`src/rtl/ddr3_wburst_seq.sv`:
```
// Write-burst sequencer for one DDR3 byte lane: drives DQS/DQ serializer words for preamble, BL8 bursts and postamble.
// Optional ODT output enabled by defining DDR3_WBURST_ODT_EN.
module ddr3_wburst_seq #(
    parameter int WLAT_WIDTH = 4,
    parameter int LEN_WIDTH  = 4
) (
    input  logic                  clk_div,
    input  logic                  rst,
    input  logic                  cmd_valid,
    output logic                  cmd_ready,
    input  logic [WLAT_WIDTH-1:0] cmd_wlat,
    input  logic [LEN_WIDTH-1:0]  cmd_len,
    output logic [3:0]            dqs_din,
    output logic [3:0]            dqs_tin,
    output logic [3:0]            dq_tin,
    output logic                  data_rd,
    output logic                  busy,
    output logic                  done
`ifdef DDR3_WBURST_ODT_EN
    ,
    output logic                  odt
`endif
);

    // One counter serves both the write-latency wait and the DATA cycle count.
    localparam int CW = (LEN_WIDTH + 1 > WLAT_WIDTH) ? LEN_WIDTH + 1 : WLAT_WIDTH;

    typedef enum logic [2:0] {S_IDLE, S_WAIT, S_PRE, S_DATA, S_POST} state_t;

    state_t                r_state, w_nstate;
    logic [CW-1:0]         r_cnt, w_ncnt;
    logic [WLAT_WIDTH-1:0] r_wlat, w_nwlat;
    logic [LEN_WIDTH-1:0]  r_len, w_nlen;
    logic                  r_pend, w_npend;
    logic                  w_acc;

    logic                  r_ready, r_busy, r_done, r_rd;
    logic [3:0]            r_dqs_din, r_dqs_tin, r_dq_tin;
    logic                  w_ready, w_busy, w_done, w_rd;
    logic [3:0]            w_dqs_din, w_dqs_tin, w_dq_tin;
    logic                  r_odt, w_odt;

    assign w_acc = cmd_valid & r_ready;

    always_ff @(posedge clk_div or posedge rst) begin
        if (rst) begin
            r_state   <= S_IDLE;
            r_cnt     <= '0;
            r_wlat    <= '0;
            r_len     <= '0;
            r_pend    <= 1'b0;
            r_ready   <= 1'b0;
            r_busy    <= 1'b0;
            r_done    <= 1'b0;
            r_rd      <= 1'b0;
            r_dqs_din <= 4'b0000;
            r_dqs_tin <= 4'b1111;
            r_dq_tin  <= 4'b1111;
            r_odt     <= 1'b0;
        end else begin
            r_state   <= w_nstate;
            r_cnt     <= w_ncnt;
            r_wlat    <= w_nwlat;
            r_len     <= w_nlen;
            r_pend    <= w_npend;
            r_ready   <= w_ready;
            r_busy    <= w_busy;
            r_done    <= w_done;
            r_rd      <= w_rd;
            r_dqs_din <= w_dqs_din;
            r_dqs_tin <= w_dqs_tin;
            r_dq_tin  <= w_dq_tin;
            r_odt     <= w_odt;
        end
    end

    always_comb begin
        w_nstate = r_state;
        w_ncnt   = r_cnt;
        w_nwlat  = r_wlat;
        w_nlen   = r_len;
        w_npend  = r_pend;
        case (r_state)
            S_IDLE: begin
                w_ncnt = '0;
                if (w_acc) begin
                    w_nwlat = cmd_wlat;
                    w_nlen  = cmd_len;
                    if (cmd_wlat == '0) begin
                        w_nstate = S_PRE;
                    end else begin
                        w_nstate = S_WAIT;
                        w_ncnt   = CW'(cmd_wlat) - CW'(1);
                    end
                end
            end
            S_WAIT: begin
                if (r_cnt == '0) w_nstate = S_PRE;
                else             w_ncnt   = r_cnt - CW'(1);
            end
            S_PRE: begin
                w_nstate = S_DATA;
                w_ncnt   = CW'({r_len, 1'b1});
            end
            S_DATA: begin
                if (r_cnt != '0) begin
                    w_ncnt = r_cnt - CW'(1);
                end else if (w_acc) begin
                    w_nwlat = cmd_wlat;
                    w_nlen  = cmd_len;
                    // wlat=0 continues seamlessly; otherwise close this burst and reopen after POST
                    if (cmd_wlat == '0) begin
                        w_ncnt = CW'({cmd_len, 1'b1});
                    end else begin
                        w_nstate = S_POST;
                        w_npend  = 1'b1;
                    end
                end else begin
                    w_nstate = S_POST;
                end
            end
            S_POST: begin
                w_npend = 1'b0;
                w_ncnt  = '0;
                if (!r_pend) begin
                    w_nstate = S_IDLE;
                end else if (r_wlat == WLAT_WIDTH'(1)) begin
                    w_nstate = S_PRE;
                end else begin
                    w_nstate = S_WAIT;
                    w_ncnt   = CW'(r_wlat) - CW'(2);
                end
            end
            default: begin
                w_nstate = S_IDLE;
                w_ncnt   = '0;
            end
        endcase
    end

    // Outputs are decoded from the next state so the registered value lines up with the state it describes.
    always_comb begin
        w_ready   = 1'b0;
        w_busy    = (w_nstate != S_IDLE);
        w_done    = 1'b0;
        w_rd      = 1'b0;
        w_dqs_din = 4'b0000;
        w_dqs_tin = 4'b1111;
        w_dq_tin  = 4'b1111;
        w_odt     = 1'b0;
        case (w_nstate)
            S_IDLE: w_ready = 1'b1;
            S_PRE: begin
                w_dqs_tin = 4'b1100;
                w_odt     = 1'b1;
            end
            S_DATA: begin
                w_ready   = (w_ncnt == '0);
                w_rd      = 1'b1;
                w_dqs_din = 4'b0101;
                w_dqs_tin = 4'b0000;
                w_dq_tin  = 4'b0000;
                w_odt     = 1'b1;
            end
            S_POST: begin
                w_done    = 1'b1;
                w_dqs_tin = 4'b0011;
                w_odt     = 1'b1;
            end
            default: ;
        endcase
    end

    assign cmd_ready = r_ready;
    assign busy      = r_busy;
    assign done      = r_done;
    assign data_rd   = r_rd;
    assign dqs_din   = r_dqs_din;
    assign dqs_tin   = r_dqs_tin;
    assign dq_tin    = r_dq_tin;
`ifdef DDR3_WBURST_ODT_EN
    assign odt       = r_odt;
`else
    logic w_odt_unused;
    assign w_odt_unused = r_odt;
`endif

endmodule

```
`config.mk`:
```
export PLATFORM = sky130hd
export DESIGN_NAME = ddr3_wburst_seq
export DESIGN_NICKNAME = d
export VERILOG_FILES = /design/src/rtl/ddr3_wburst_seq.sv
export SDC_FILE = /design/constraint.sdc
export NUM_CORES = 1
export LEC_CHECK = 0
export ABC_AREA = 1
export CAP_MARGIN = 10
export CORE_MARGIN = 10
export CORE_UTILIZATION = 45
export DETAILED_ROUTE_END_ITERATION = 8
export PLACE_DENSITY = 0.71
export SKIP_CTS_REPAIR_TIMING = 1
export SYNTH_ARGS = -nofsm -noshare
export SYNTH_HDL_FRONTEND = slang
export SYNTH_SLANG_ARGS = --single-unit
```
`constraint.sdc`:
```
create_clock -name clk_div -period 3 [get_ports clk_div]
set_clock_uncertainty 0.15 [all_clocks]
set_input_delay 0.3 -clock clk_div [delete_from_list [all_inputs] [get_ports clk_div]]
set_output_delay 0.3 -clock clk_div [all_outputs]
set_load 0.05 [all_outputs]
```
== Yosys cells after proc, flatten, opt, wreduce, memory -nomap -nowiden ==
Cells that the tools add are included.

* Bits in registers: 33
* Bits of input ports: 11
* Word-level logic and storage cells: 72

* Add/subtract/negate cells: 3
* Eq/ne operators: 11
* Mux-type cells: 34
* Bitwise operators: 1
* Reduce and logical (&&, ||, !) cells: 11

{| class="wikitable"
|+ Operators by type and width
! operator !! count
|-
| 2-to-1 mux 5 bit || 8
|-
| case mux 5 bit (5 select lines) || 1
|-
| 2-to-1 mux 4 bit || 5
|-
| 2-to-1 mux 3 bit || 6
|-
| case mux 4 bit (2 select lines) || 2
|-
| case mux 3 bit (5 select lines) || 1
|-
| equality test 3 x 2 -> 1 bit (second input constant) || 4
|-
| case mux 4 bit (3 select lines) || 1
|-
| logical NOT 5 bit || 2
|-
| equality test 3 bit (second input constant) || 2
|-
| logical NOT 3 bit || 2
|-
| 2-to-1 mux 2 bit || 3
|-
| != test 2 bit (second input constant) || 3
|-
| 2-to-1 mux 1 bit || 5
|-
| nonzero test 5 bit || 1
|-
| subtractor 4 x 1 -> 5 bit (second input constant) || 1
|-
| subtractor 4 x 2 -> 5 bit (second input constant) || 1
|-
| subtractor 5 x 1 -> 5 bit (second input constant) || 1
|-
| equality test 4 x 1 -> 1 bit (second input constant) || 1
|-
| logical NOT 4 bit || 1
|-
| case mux 1 bit (2 select lines) || 2
|-
| AND reduction 4 bit || 1
|-
| nonzero test 2 bit || 2
|-
| equality test 3 x 1 -> 1 bit (second input constant) || 1
|-
| 3 further kinds || 3
|}

== Longest topological paths before layout ==
* Word-level depth: 7
* Depth in mapped cells: 12
* Depth with buffers taken out: 12

== Least setup slack after synthesis ==
No wires, ideal clock.

* Path type: reg2reg
* Start: reg r_ready (netlist: cmd_ready)
* End: reg r_ready (netlist: cmd_ready)
* Setup time: 0.121 ns
* Arrival: 1.496 ns
* Data required time: 2.729 ns
* Slack: 1.233 ns
* Stages on the path, launching flop included: 12
* Clock period less this slack: 1.767 ns
* Path through: dfrtp_1 -> nand2_1 -> inv_2 -> nand3_2 -> nand2_2 -> nand2_1 -> nand2_1 -> nand2_1 -> nand2_1 -> nor2_1 -> nand3_1 -> nand2_1

* Longest elaborated chain between the ends: 6
* Elaborated cells between the ends (all ways): 13
* Classes of those cells: eq/ne: 1; mux: 9; bitwise: 1; reduce/logical: 2

{| class="wikitable"
|+ Ends and longest elaborated chain
! element !! RTL line !! text
|-
| start: declaration || 37 || <nowiki>logic r_ready, r_busy, r_done, r_rd;</nowiki>
|-
| start signal: assignment || 66 || <nowiki>r_ready <= w_ready;</nowiki>
|-
| AND 1 bit (*) || 43 || <nowiki>assign w_acc = cmd_valid & r_ready;</nowiki>
|-
| 2-to-1 mux 5 bit || 108 || <nowiki>end else if (w_acc) begin</nowiki>
|-
| 2-to-1 mux 5 bit || 106 || <nowiki>if (r_cnt != '0) begin</nowiki>
|-
| case mux 5 bit (5 select lines) (*) || 83 || <nowiki>case (r_state)</nowiki>
|-
| via w_ncnt[0] || 31 || <nowiki>logic [CW-1:0] r_cnt, w_ncnt;</nowiki>
|-
| logical NOT 5 bit (*) || 158 || <nowiki>w_ready = (w_ncnt == '0);</nowiki>
|-
| case mux 1 bit (2 select lines) (*) || 151 || <nowiki>case (w_nstate)</nowiki>
|-
| via w_ready || 39 || <nowiki>logic w_ready, w_busy, w_done, w_rd;</nowiki>
|}

Mark *: on every way through the listed nets, which the timed path passes. The rest lies on a longest branch.
A chain may end at the register's enable or synchronous reset.

== Worst setup path after layout ==
* Start: reg r_dq_tin[2] (netlist: dq_tin[2])
* End: out dq_tin[2]

{| class="wikitable"
|+ RTL lines
! element !! RTL line !! text
|-
| start: declaration || 38 || <nowiki>logic [3:0] r_dqs_din, r_dqs_tin, r_dq_tin;</nowiki>
|-
| start signal: assignment || 72 || <nowiki>r_dq_tin <= w_dq_tin;</nowiki>
|-
| end: declaration || 15 || <nowiki>output logic [3:0] dq_tin,</nowiki>
|}

No word-level cell between the ends.

==> metrics.csv <==
stage,metric,value,unit
outcome,outcome,"finished, final reports clean",
clock_network,worst-skew pair later-pin latency,320,ps
global_route,first-pass GRT wire length,5230,um
sta,final period utilization,0.718,
floorplan,initial core utilization,0.469,
drt,Iteration-0 DRC Markers,63,
finish,fin util,0.555,
run,max_cap viols,0,
power,PD cells,1150,nW/um2
drt,antenna-violating nets left,0,
power,Internal Power,0.984,mW
synthesis,Synth warnings,0,
floorplan,I/O pin total,27,
placement,Setup WS pre-CTS,954,ps
synthesis,dominant cell type by area after synthesis,dfrtp_1,
placement,HPWL after detailed placement,2570,um
sta,Hold Fails Final Rpt,0,
power,Comb power frac,0.587,
drt,drt drc,0,
finish,fin nets,219,
clock_network,Root Driver,clkbuf_4,
floorplan,Die Ht,76.4,um
drt,final wirelength,3090,um
drt,via/cell ratio,4.97,
placement,Final GP Congestion,0.876,
setup_path,Critical Path AT,1710,ps
synthesis,mapped cell area,1430,um2
sta,fmax,464,MHz
synthesis,area share of the leading cell type in the synthesized netlist,0.367,
power,Clock power frac,0.122,
sta,final setup fails,0,
finish,number of diodes,0,
finish,area delta synth->final,18.3,%
power,total power,1.95,mW
global_route,pin count of the biggest net entering global routing,25,
power,switching share of power,0.494,
sta,RSZ-0062 raised after global routing,no,
finish,# fillers,313,
setup_path,CP cell instances,clkdlybuf4s50_1,
setup_path,CP bufs+invs,1,
global_route,initial antenna violation count,0,
finish,multi-input logic area,654,um2
setup_path,CP Max Fanout,4,
drt,total number of vias,1238,
clock_network,CTS tree,built,
clock_network,clk slew on worst S/H paths,130,ps
finish,ratio of cells with drive above 1 in the final layout,0.146,
drt,drt first pass iters,4,
synthesis,Yosys reg bits,24,
placement,PortBufs,24,
setup_path,crit end category,output pin,
global_route,grt ovf,0,
clock_network,clock buffer depth,2,
power,maximum VDD drop,0.503,mV
power,Flop pwr share,0.292,
clock_network,Num CTS Buffers,3,
floorplan,site row count,20,
global_route,GRT Overall Usage,0.107,
synthesis,Mean Syn Cell Area,7.65,um2
sta,Setup TNS Final,0,ps
finish,FF+latch area,604,um2
sta,Pins Over Slew Limit,0,
setup_path,CP max-delay cell,clkdlybuf4s50_1,
sta,WHS,290,ps
setup_path,crit start category,register,
clock_network,CTS H-tree lvls,1,
synthesis,Synth cell types,28,
clock_network,CTS sink cnt,24,
sta,Slew @ Worst Pin,872,ps
setup_path,critical path type,register to output pin,
power,Psw,0.961,mW
setup_path,Worst EP required,2550,ps
floorplan,Die Footprint,5840,um2
setup_path,CP top delay family,buffers and inverters,
floorplan,Core ar.,3050,um2
synthesis,"Seq/Total Area, Yosys",0.422,
synthesis,largest cells by area after synthesis,"dfrtp_1 37%, nand2_1 10%, nor2_1 7.3%, dfstp_2 5.5%, nand3_1 4.9%",
min_path,worst hold path type,input pin to asynchronous set/reset pin,
sta,min Tclk post-route,2160,ps
drt,WL per Instance,12.4,um
synthesis,Synth Instances,187,
power,leak pwr,0.813,nW
sta,Slew HR,0.418,
global_route,vias in the first global route,1200,
sta,Setup WS post-layout,845,ps
setup_path,"slowest stage delay, CP",810,ps
floorplan,Die X,76.4,um
-- synthesized netlist by cell type (all sizes together) --
cell type  instances
nand3             18
o21a               1
o21ai             13
buf               11
a21oi              5
dfstp              3
nand2             45
mux2               1
nand4              3
ha                 2
inv               21
dfrtp             21
xor2               2
xnor2              1
nor3               2
nor2              34
conb               1
clkinv             2
nand3b             1
-- layout make-up --
cell class	count	area share
Clock buffer	3	0.0133
Inverter	23	0.0510
Sequential cell	24	0.357
Multi-Input combinational cell	130	0.387
Clock inverter	1	0.0177
Tap cell	44	0.0325
Timing Repair Buffer	24	0.142
-- layer usage --
layer  share of wire  wire, um  vias to the layer above  track usage
met3           0.081       250                        7       0.0318
met2            0.46      1430                       40        0.176
met4           0.020        63                        0       0.0465
met1            0.44      1350                      577        0.125
li1                -         -                      614            -
met5               0         0                        -            0
-- through the flow --
stage               cell area, um2  instances
global route                  1690        249
floorplan                     1440        188
CTS                           1690        249
finish                        1690        249
global placement              1640        245
detailed placement            1640        245
-- path summary, 6_finish.rpt --
check / startpoint / depth (start not counted) / endpoint / slack [ps]
max reg2reg: r_cnt[0] / 11 / cmd_ready / 970
min in group clk_div: r_state[1] / 1 / dqs_tin[2] / 310
max in group asynchronous: rst / 2 / r_len[1] / 1880
min reg2reg: r_state[1] / 1 / dqs_tin[2] / 310
min: rst / 2 / r_wlat[0] / 290
max: dq_tin[2] / 1 / dq_tin[2] / 840
-- power by group through the flow --
stage / Clock (mW) / Sequential [mW] / Combinational, mW
finish: 0.237 / 0.568 / 1.14
global route: 0.257 / 0.587 / 1.26
CTS: 0.239 / 0.568 / 1.15
detailed placement: 0 / 0.574 / 1.14
floorplan: 0 / 0.681 / 0.797
global placement: 0 / 0.570 / 1.12
-- cell families after synthesis --
group	synth area share
other	0.00262
muxes	0.0105
buffers and inverters	0.123
DFF	0.422
xor gates and xnor gates	0.0184
and+or+nand+nor	0.332
adders and majority gates	0.0175
AOI/OAI and AO/OA	0.0734
-- registers in the layout (all words and copies together), names as in the netlist --
signal	flops
r_state	3
r_pend	1
cmd_ready	1
dqs_din	1
dqs_tin	2
r_len	4
r_wlat	4
done	1
busy	1
r_cnt	5
dq_tin	1
-- cells in the final DEF (no fill, tap or decap), types with 4 or more instances in the layout --
master	n
inv_1	16
nand3_2	4
nor2_2	5
dfrtp_1	21
clkdlybuf4s50_1	24
nand3_1	14
nand2_1	40
nor2_1	28
o21ai_1	7
inv_2	5
a21oi_1	4
nand2_2	5
o21ai_0	5
Power figures use the tool's default switching activity.
